<file path="src/rtl/imm_gen_pipe_if.sv">
// Handshake bundle for imm_gen_pipe: instruction/tag input side, decoded
// immediate output side, flush and occupancy.
interface imm_gen_pipe_if #(
  parameter int XLEN  = 32,
  parameter int DEPTH = 2,
  parameter int TAG_W = 32
);
  localparam int LVL_W = $clog2(DEPTH) + 1;

  logic             flush;
  logic             in_valid;
  logic             in_ready;
  logic [31:0]      in_inst;
  logic [TAG_W-1:0] in_tag;
  logic             out_valid;
  logic             out_ready;
  logic [XLEN-1:0]  out_imm;
  logic [2:0]       out_fmt;
  logic [TAG_W-1:0] out_tag;
  logic             out_illegal;
  logic [LVL_W-1:0] level;

  modport master (
    output flush, in_valid, in_inst, in_tag, out_ready,
    input  in_ready, out_valid, out_imm, out_fmt, out_tag, out_illegal, level
  );

  modport slave (
    input  flush, in_valid, in_inst, in_tag, out_ready,
    output in_ready, out_valid, out_imm, out_fmt, out_tag, out_illegal, level
  );
endinterface

</file>
<file path="src/rtl/imm_gen_pipe.sv">
// RV32I/RV64I immediate generator: combinational decode written into a small
// valid/ready FIFO together with a sideband tag; flush drops all entries.
module imm_gen_pipe #(
  parameter int XLEN  = 32,
  parameter int DEPTH = 2,
  parameter int TAG_W = 32
) (
  input logic          clk,
  input logic          rst_n,
  imm_gen_pipe_if.slave bus
);
  localparam int PTR_W = $clog2(DEPTH);
  localparam int LVL_W = PTR_W + 1;

  localparam logic [2:0] FMT_R   = 3'd0;
  localparam logic [2:0] FMT_I   = 3'd1;
  localparam logic [2:0] FMT_S   = 3'd2;
  localparam logic [2:0] FMT_B   = 3'd3;
  localparam logic [2:0] FMT_U   = 3'd4;
  localparam logic [2:0] FMT_J   = 3'd5;
  localparam logic [2:0] FMT_ILL = 3'd7;

  typedef struct packed {
    logic signed [XLEN-1:0] imm;
    logic [2:0]             fmt;
    logic                   illegal;
  } dec_t;

  function automatic dec_t decode(input logic [31:0] inst);
    dec_t               d;
    logic signed [11:0] i12;
    logic signed [11:0] s12;
    logic signed [12:0] b13;
    logic signed [31:0] u32;
    logic signed [20:0] j21;
    logic [5:0]         shamt;
    i12   = inst[31:20];
    s12   = {inst[31:25], inst[11:7]};
    b13   = {inst[31], inst[7], inst[30:25], inst[11:8], 1'b0};
    u32   = {inst[31:12], 12'b0};
    j21   = {inst[31], inst[19:12], inst[20], inst[30:21], 1'b0};
    // RV32 shifts only have a 5-bit shamt; bit 25 belongs to funct7 there.
    shamt = {(XLEN == 64) ? inst[25] : 1'b0, inst[24:20]};
    d.imm     = '0;
    d.fmt     = FMT_R;
    d.illegal = 1'b0;
    case (inst[6:0])
      7'b0000011, 7'b1100111: begin
        d.imm = XLEN'(i12);
        d.fmt = FMT_I;
      end
      7'b0010011: begin
        d.fmt = FMT_I;
        if (inst[14:12] == 3'b001 || inst[14:12] == 3'b101) d.imm = XLEN'(shamt);
        else                                                d.imm = XLEN'(i12);
      end
      7'b0100011: begin
        d.imm = XLEN'(s12);
        d.fmt = FMT_S;
      end
      7'b1100011: begin
        d.imm = XLEN'(b13);
        d.fmt = FMT_B;
      end
      7'b0110111, 7'b0010111: begin
        d.imm = XLEN'(u32);
        d.fmt = FMT_U;
      end
      7'b1101111: begin
        d.imm = XLEN'(j21);
        d.fmt = FMT_J;
      end
      7'b0110011: begin
        d.fmt = FMT_R;
      end
      default: begin
        d.fmt     = FMT_ILL;
        d.illegal = 1'b1;
      end
    endcase
    return d;
  endfunction

  // ---- stage p0: decode and handshake on the incoming instruction ----
  dec_t             dec_p0;
  logic             vld_p0;
  logic             pop;
  logic             in_ready;
  logic             out_valid;
  logic [PTR_W-1:0] wr_ptr;
  logic [PTR_W-1:0] rd_ptr;
  logic [LVL_W-1:0] level;
  logic             primed;

  assign dec_p0    = decode(bus.in_inst);
  assign in_ready  = (level != LVL_W'(DEPTH));
  assign out_valid = (level != '0);
  assign vld_p0    = bus.in_valid & in_ready;
  assign pop       = out_valid & bus.out_ready;

  always_ff @(posedge clk or negedge rst_n) begin
    if (!rst_n) begin
      wr_ptr <= '0;
      rd_ptr <= '0;
      level  <= '0;
      primed <= 1'b0;
    end else if (bus.flush) begin
      wr_ptr <= '0;
      rd_ptr <= '0;
      level  <= '0;
    end else begin
      if (vld_p0) begin
        wr_ptr <= wr_ptr + PTR_W'(1);
        primed <= 1'b1;
      end
      if (pop) rd_ptr <= rd_ptr + PTR_W'(1);
      case ({vld_p0, pop})
        2'b10:   level <= level + LVL_W'(1);
        2'b01:   level <= level - LVL_W'(1);
        default: level <= level;
      endcase
    end
  end

  // ---- stage p1: FIFO storage, head entry drives the outputs ----
  logic signed [XLEN-1:0] imm_p1 [DEPTH];
  logic [2:0]             fmt_p1 [DEPTH];
  logic                   ill_p1 [DEPTH];
  logic [TAG_W-1:0]       tag_p1 [DEPTH];

  always_ff @(posedge clk) begin
    if (vld_p0 && !bus.flush) begin
      imm_p1[wr_ptr] <= dec_p0.imm;
      fmt_p1[wr_ptr] <= dec_p0.fmt;
      ill_p1[wr_ptr] <= dec_p0.illegal;
      tag_p1[wr_ptr] <= bus.in_tag;
    end
  end

  // Storage is not reset, so the head reads as zero until something was written.
  assign bus.out_imm     = primed ? imm_p1[rd_ptr] : '0;
  assign bus.out_fmt     = primed ? fmt_p1[rd_ptr] : '0;
  assign bus.out_illegal = primed ? ill_p1[rd_ptr] : 1'b0;
  assign bus.out_tag     = primed ? tag_p1[rd_ptr] : '0;
  assign bus.in_ready    = in_ready;
  assign bus.out_valid   = out_valid;
  assign bus.level       = level;
endmodule

</file>
<file path="src/flat_wrapper.sv">
// flat-port wrapper written by rule: the top's interface ports become plain ports
module imm_gen_pipe_flat 
#(
  parameter int XLEN  = 32,
  parameter int DEPTH = 2,
  parameter int TAG_W = 32
)
  (clk, rst_n, bus_flush, bus_in_valid, bus_in_inst, bus_in_tag, bus_out_ready, bus_in_ready, bus_out_valid, bus_out_imm, bus_out_fmt, bus_out_tag, bus_out_illegal, bus_level);
  imm_gen_pipe_if #(.XLEN(XLEN), .DEPTH(DEPTH), .TAG_W(TAG_W)) bus_i ();
  input logic clk;
  input logic rst_n;
  input wire logic [$bits(bus_i.flush)-1:0] bus_flush;
  input wire logic [$bits(bus_i.in_valid)-1:0] bus_in_valid;
  input wire logic [$bits(bus_i.in_inst)-1:0] bus_in_inst;
  input wire logic [$bits(bus_i.in_tag)-1:0] bus_in_tag;
  input wire logic [$bits(bus_i.out_ready)-1:0] bus_out_ready;
  output wire logic [$bits(bus_i.in_ready)-1:0] bus_in_ready;
  output wire logic [$bits(bus_i.out_valid)-1:0] bus_out_valid;
  output wire logic [$bits(bus_i.out_imm)-1:0] bus_out_imm;
  output wire logic [$bits(bus_i.out_fmt)-1:0] bus_out_fmt;
  output wire logic [$bits(bus_i.out_tag)-1:0] bus_out_tag;
  output wire logic [$bits(bus_i.out_illegal)-1:0] bus_out_illegal;
  output wire logic [$bits(bus_i.level)-1:0] bus_level;
  assign bus_i.flush = bus_flush;
  assign bus_i.in_valid = bus_in_valid;
  assign bus_i.in_inst = bus_in_inst;
  assign bus_i.in_tag = bus_in_tag;
  assign bus_i.out_ready = bus_out_ready;
  assign bus_in_ready = bus_i.in_ready;
  assign bus_out_valid = bus_i.out_valid;
  assign bus_out_imm = bus_i.out_imm;
  assign bus_out_fmt = bus_i.out_fmt;
  assign bus_out_tag = bus_i.out_tag;
  assign bus_out_illegal = bus_i.out_illegal;
  assign bus_level = bus_i.level;
  imm_gen_pipe #(.XLEN(XLEN), .DEPTH(DEPTH), .TAG_W(TAG_W)) u_core (.clk(clk), .rst_n(rst_n), .bus(bus_i));
endmodule
</file>
<file path="config.mk">
export PLATFORM = sky130hd
export DESIGN_NAME = imm_gen_pipe_flat
export DESIGN_NICKNAME = d
export VERILOG_FILES = /design/src/rtl/imm_gen_pipe_if.sv /design/src/rtl/imm_gen_pipe.sv /design/src/flat_wrapper.sv
export SDC_FILE = /design/constraint.sdc
export NUM_CORES = 1
export LEC_CHECK = 0
export BUFFER_PORTS_ARGS = -buffer_cell sky130_fd_sc_hd__buf_2
export CAP_MARGIN = 10
export CELL_PAD_IN_SITES_DETAIL_PLACEMENT = 2
export CELL_PAD_IN_SITES_GLOBAL_PLACEMENT = 2
export CORE_ASPECT_RATIO = 0.5
export CORE_MARGIN = 1.5
export CORE_UTILIZATION = 33
export CTS_CLUSTER_DIAMETER = 120
export DETAILED_ROUTE_END_ITERATION = 8
export PLACE_DENSITY_LB_ADDON = 0.1
export SLEW_MARGIN = 20
export SYNTH_ARGS = -nofsm -noshare
export SYNTH_HDL_FRONTEND = slang
export SYNTH_SLANG_ARGS = --single-unit
</file>
<file path="constraint.sdc">
create_clock -name clk -period 6.14 [get_ports clk]
set_clock_uncertainty 0.05 [all_clocks]
set_input_delay 0.307 -clock clk [delete_from_list [all_inputs] [get_ports clk]]
set_output_delay 0.307 -clock clk [all_outputs]
set_load 0.03 [all_outputs]
</file>
======== Yosys cells after proc, flatten, opt, wreduce, memory -nomap -nowiden ========
Memories as Yosys holds them, arrays and structs flattened.
Index checks and enable logic that the tools add are counted.
storage, ports and cells
  memories kept ........................... 4
  bits in writable memories ............... 136
  logic and storage cells ................. 57
  bits of input ports ..................... 69
  flip-flop bits (word level) ............. 5
  output and inout bits ................... 72
memories
  memory         words  bits a word  read ports  clocked after Yosys merged registers in  write ports  RTL line             text
  u_core.imm_p1  2      32           1           0                                        1            imm_gen_pipe.sv:126  logic signed [XLEN-1:0] imm_p1 [DEPTH];
  u_core.tag_p1  2      32           1           0                                        1            imm_gen_pipe.sv:129  logic [TAG_W-1:0] tag_p1 [DEPTH];
  u_core.fmt_p1  2      3            1           0                                        1            imm_gen_pipe.sv:127  logic [2:0] fmt_p1 [DEPTH];
  u_core.ill_p1  2      1            1           0                                        1            imm_gen_pipe.sv:128  logic ill_p1 [DEPTH];
cells by class
  eq/ne operators ......................... 14
  bitwise logic cells ..................... 3
  reductions and logical operators ........ 12
  muxes and demuxes ....................... 16
  $add $sub $neg .......................... 4
operators by type and width
  kind                                                                    count
  32-bit one-hot mux with 6 select lines                                  1
  32-bit two-way mux                                                      3
  7-bit by 6-bit equality test with 1-bit output (second input constant)  3
  7-bit equality test (second input constant)                             3
  3-bit one-hot mux with 6 select lines                                   1
  7-bit by 5-bit equality test with 1-bit output (second input constant)  2
  9-bit OR reduction                                                      1
  1-bit two-way mux                                                       8
  7-bit by 2-bit equality test with 1-bit output (second input constant)  1
  2-bit nonzero test                                                      3
  2-bit one-hot mux with 2 select lines                                   1
  2-bit OR reduction                                                      2
  3-bit by 1-bit equality test with 1-bit output (second input constant)  1
  3-bit equality test (second input constant)                             1
  3-bit two-way mux                                                       1
  3-bit nonzero test                                                      1
  3-bit OR reduction                                                      1
  1-bit adder (second input constant)                                     2
  2-bit by 1-bit adder with 2-bit output (second input constant)          1
  1-bit bitwise AND                                                       2
  2-bit by 1-bit equality test with 1-bit output (second input constant)  1
  2-bit equality test (second input constant)                             1
  2-bit two-way mux                                                       1
  2-bit inequality test (second input constant)                           1
  6 further kinds                                                         6

======== Longest topological paths before layout ========
  depth after elaboration ................. 5
  depth in mapped cells ................... 6

======== Worst setup path before layout ========
No wires, ideal clock.
  kind .................................... reg-to-reg
  start point ............................. register u_core.level[0] (netlist: u_core.bus.level[0])
  end point ............................... memory u_core.fmt_p1[0][0], enable pin
  required time ........................... 5.512 ns
  data arrival time ....................... 5.723 ns
  slack ................................... -0.212 ns
  setup time .............................. 0.578 ns
  cell stages (with the launch flop) ...... 4
  cells stage by stage .................... dfrtp_1 nand2b_1 nand2_1 nor3_1
on the way
  longest elaborated chain between the ends .. 5
RTL lines
  element                                  RTL line             text
  start: declaration                       imm_gen_pipe.sv:92   logic [LVL_W-1:0] level;
  start signal: assignment                 imm_gen_pipe.sv:118  2'b10: level <= level + LVL_W'(1);
  start signal: assignment                 imm_gen_pipe.sv:119  2'b01: level <= level - LVL_W'(1);
  start signal: assignment                 imm_gen_pipe.sv:120  default: level <= level;
  2-bit inequality test                    imm_gen_pipe.sv:96   assign in_ready = (level != LVL_W'(DEPTH));
  via bus_in_ready                         flat_wrapper.sv:17   output wire logic [$bits(bus_i.in_ready)-1:0] bus_in_ready;
  1-bit bitwise AND                        imm_gen_pipe.sv:98   assign vld_p0 = bus.in_valid & in_ready;
  1-bit logical AND                        imm_gen_pipe.sv:132  if (vld_p0 && !bus.flush) begin
  1-bit two-way mux                        imm_gen_pipe.sv:132
  1-bit two-way mux (implied by the code)  imm_gen_pipe.sv:134  fmt_p1[wr_ptr] <= dec_p0.fmt;
  end: declaration                         imm_gen_pipe.sv:127
The timed path passes the listed nets, and every way through them passes these cells.

======== Final worst setup path ========
  start point ............................. register u_core.rd_ptr
  end point ............................... output port bus_out_imm[22]
on the way
  longest elaborated chain between the ends .. 2
RTL lines
  element                   RTL line             text
  start: declaration        imm_gen_pipe.sv:91   logic [PTR_W-1:0] rd_ptr;
  start signal: assignment  imm_gen_pipe.sv:116  if (pop) rd_ptr <= rd_ptr + PTR_W'(1);
  memory 2 x 32 bit         --
  32-bit two-way mux        imm_gen_pipe.sv:141  assign bus.out_imm = primed ? imm_p1[rd_ptr] : '0;
  end: declaration          flat_wrapper.sv:19   output wire logic [$bits(bus_i.out_imm)-1:0] bus_out_imm;
Every way passes these cells.

==> impl_metrics.yaml <==
sta:
  fin_crit_ns: 2.89
  max_freq_ghz: 0.345
  slew_violations: 0
  setup_viol: 0
  layout_setup_ws_ns: 3.25
  post-route-period-util: 0.471
  maxSlewHeadroom: 0.302
  hold_viol: 0
  finalSetupTns_ns: 0
  rsz0062_at_grt: "false"
  worst_pin_slew_ns: 1.05
cells_and_area:
  finalNetCount: 622
  final_cell_count_no_fill: 801
  final_cell_mix: "buf_2, edfxtp_1, nor2b_1"
  drive_gt1_frac: 0.334
  mostFrequentLayoutCell: "buf_2"
  fill_cells: 1785
  area_growth_pct: 24.7
synth:
  synth_top_family_by_area: "simple AND/OR/NAND/NOR gates"
  synthTopCellsByArea: "edfxtp_1, mux2i_1, nor2b_1, dfrtp_1, nand2_1"
  yosys.area_share.simple: 0.134
  ys_ff_latch: 141
  synth_compound_area_frac: 0.0390
  synthXorXnorAreaFrac: 0.00287
  yosys.area.top_type_share: 0.670
  synth_async_sr_flop_share: 0.0355
  synth_nets: 480
  yosys-mux-area-fraction: 0.113
  syn_area_per_cell_um2: 14.8
  synth_adder_area_share: 0
  synth_top_area_cell: "edfxtp_1"
  yosysWarnings: 0
  synthCells: 411
  synthFlopType: "edfxtp_1"
  seq_area_frac_synth: 0.691
  synth_edf_count: 136
  syn-cell-area_mm2: 0.00609
  synth_cell_type_count: 36
global_route:
  antenna_found_initial: 0
  grt_pass1_wl_um: 23300
  grtUsageTotal: 0.161
  grt_pass1_vias: 4082
  grt_max_degree: 70
  grt-ovfl-total: 0
min_path:
  holdPathStages: 1
  holdCritStartpoint: "bus_in_tag[13]"
  holdPathEnd: "u_core.tag_p1[0][13]"
  hold_path_class: "in2reg"
route:
  dr.first_iter.drc_count: 168
  viasPerCell: 4.74
  drt-total-wl_um: 15000
  vias: 3797
  avgRoutedWirePerCell_um: 18.7
  drc_errors: 0
  firstDrtPassIters: 4
  ant_nets: 0
critical_path:
  crit_path_start_kind: "flip-flop"
  r2r_end: "u_core.imm_p1[1][31]"
  critPathMaxFanout: 36
  rr_worst_depth: 4
  path_class: "reg2out"
  crit_path_end_kind: "output pin"
  path_delay_family: "buffers and inverters"
  cp_cell_sequence: "buf_4 > mux2i_1 > nor2b_1 > buf_2"
  critPathBufInv: 2
  slowest_delay_ns: 0.84
  rrSetupSlack_ns: 3.78
  cp.arrival_ns: 2.54
  worstPathRequired_ns: 5.78
  timing.rr.start: "u_core.bus.level[0]"
  cp_slowest_cell: "dfrtp_4"
floorplanning:
  ioPinCount: 141
  die_h_um: 99.1
  initial_core_util: 0.344
  rows: 34
  die-area_mm2: 0.0193
  die_w_um: 195
  core_region_area_mm2: 0.0177
placed_design:
  dpl_worst_slack_ns: 3.62
  dp_hpwl_um: 9900
  dp.cells: 767
  gp_congestion: 0.739
  portBuffers: 140
clocking:
  clk_latency_ns: 0.41
  cts.sinks: 141
  postCtsSetupBuffers: 0
  cts_root_buf: "clkbuf_16"
  htree_levels: 4
  post_cts_resized: 0
  cts_tree: "built"
  cts_buffers: 17
  cts_hold_buffers: 1
  clk_pin_slew_ns: 0.07
  clockBufferDepth: 2
power:
  powerDensity_mw_per_mm2: 314
  p_leak_nw: 2.87
  ir_drop_uv: 188
run_status:
  status: "completed"
job:
  drv_cap: 0
state kept, by name, indices dropped and copies added, names as in the netlist:
register,flops
u_core.imm_p1,64
u_core.tag_p1,64
u_core.rd_ptr,1
u_core.fmt_p1,6
u_core.primed,1
u_core.wr_ptr,1
u_core.bus.level,2
u_core.ill_p1,2
how the worst max path moves through the flow:
stage | slack (ns) | endpoint | depth (start not counted) | from
after floorplan | 1.86 | u_core.fmt_p1[0][0] | 3 | u_core.bus.level[0]
after global placement | 3.64 | bus_out_imm[21] | 4 | u_core.rd_ptr
after detailed placement | 3.62 | bus_out_imm[22] | 4 | u_core.rd_ptr
after CTS | 3.13 | bus_out_imm[22] | 4 | u_core.rd_ptr
after global routing | 3.08 | bus_out_tag[8] | 4 | u_core.rd_ptr
final | 3.25 | bus_out_imm[22] | 4 | u_core.rd_ptr
area by class of cell:
| class | count | area [µm²] | share of cell area |
|---|---|---|---|
| Antenna cell | 1 | 2.50 | 0.000329 |
| Sequential cell | 141 | 4220 | 0.555 |
| Inverter | 5 | 18.8 | 0.00247 |
| Multi-Input combinational cell | 244 | 1780 | 0.234 |
| Clock buffer | 17 | 425 | 0.0560 |
| Timing Repair Buffer | 144 | 733 | 0.0965 |
| Tap cell | 234 | 293 | 0.0385 |
| Clock inverter | 15 | 128 | 0.0168 |
power by group:
group | internal [mW] | switching (mW) | total (mW)
clock | 0.531 | 0.435 | 0.965
sequential | 1.09 | 0.0214 | 1.12
combinational | 0.0983 | 0.203 | 0.301
kinds of logic after synthesis:
logic type / count (synthesis)
simple gates: 144
compound gates: 29
flops: 141
buf+inv: 26
xor+xnor: 2
mux: 69
routing by layer:
| layer | track usage | part of all wire | up-vias |
|---|---|---|---|
| li1 | - | - | 1790 |
| met1 | 0.234 | 0.51 | 1910 |
| met2 | 0.242 | 0.45 | 87 |
| met3 | 0.0336 | 0.039 | 10 |
| met4 | 0.0519 | 0.0068 | 0 |
| met5 | 0 | 0 | - |
Yosys cell counts, drive strengths merged (2+ instances only):
cell type  instances
nor2b             78
nor2              11
o21ai              3
a21oi              4
nand2             29
mux2i             69
dfrtp              5
nor3               3
a211oi             2
or2                4
clkbuf             9
a21o               9
a31oi              2
inv                5
a22o               4
buf               12
edfxtp           136
nand3              7
nand2b             4
xor2               2
through the flow:
stage	hold slack, ns	power, mW	cell area [µm²]	utilization
6_report	0.0325	2.38	7600	0.428
3_3_place_gp	0.0942	1.44	7030	0.396
5_1_grt	0.00856	2.48	7590	0.428
4_1_cts	0.00931	2.42	7590	0.428
3_5_place_dp	0.0964	1.44	7030	0.396
2_1_floorplan	-0.0386	1.33	6100	-
Power figures use the tool's default switching activity.
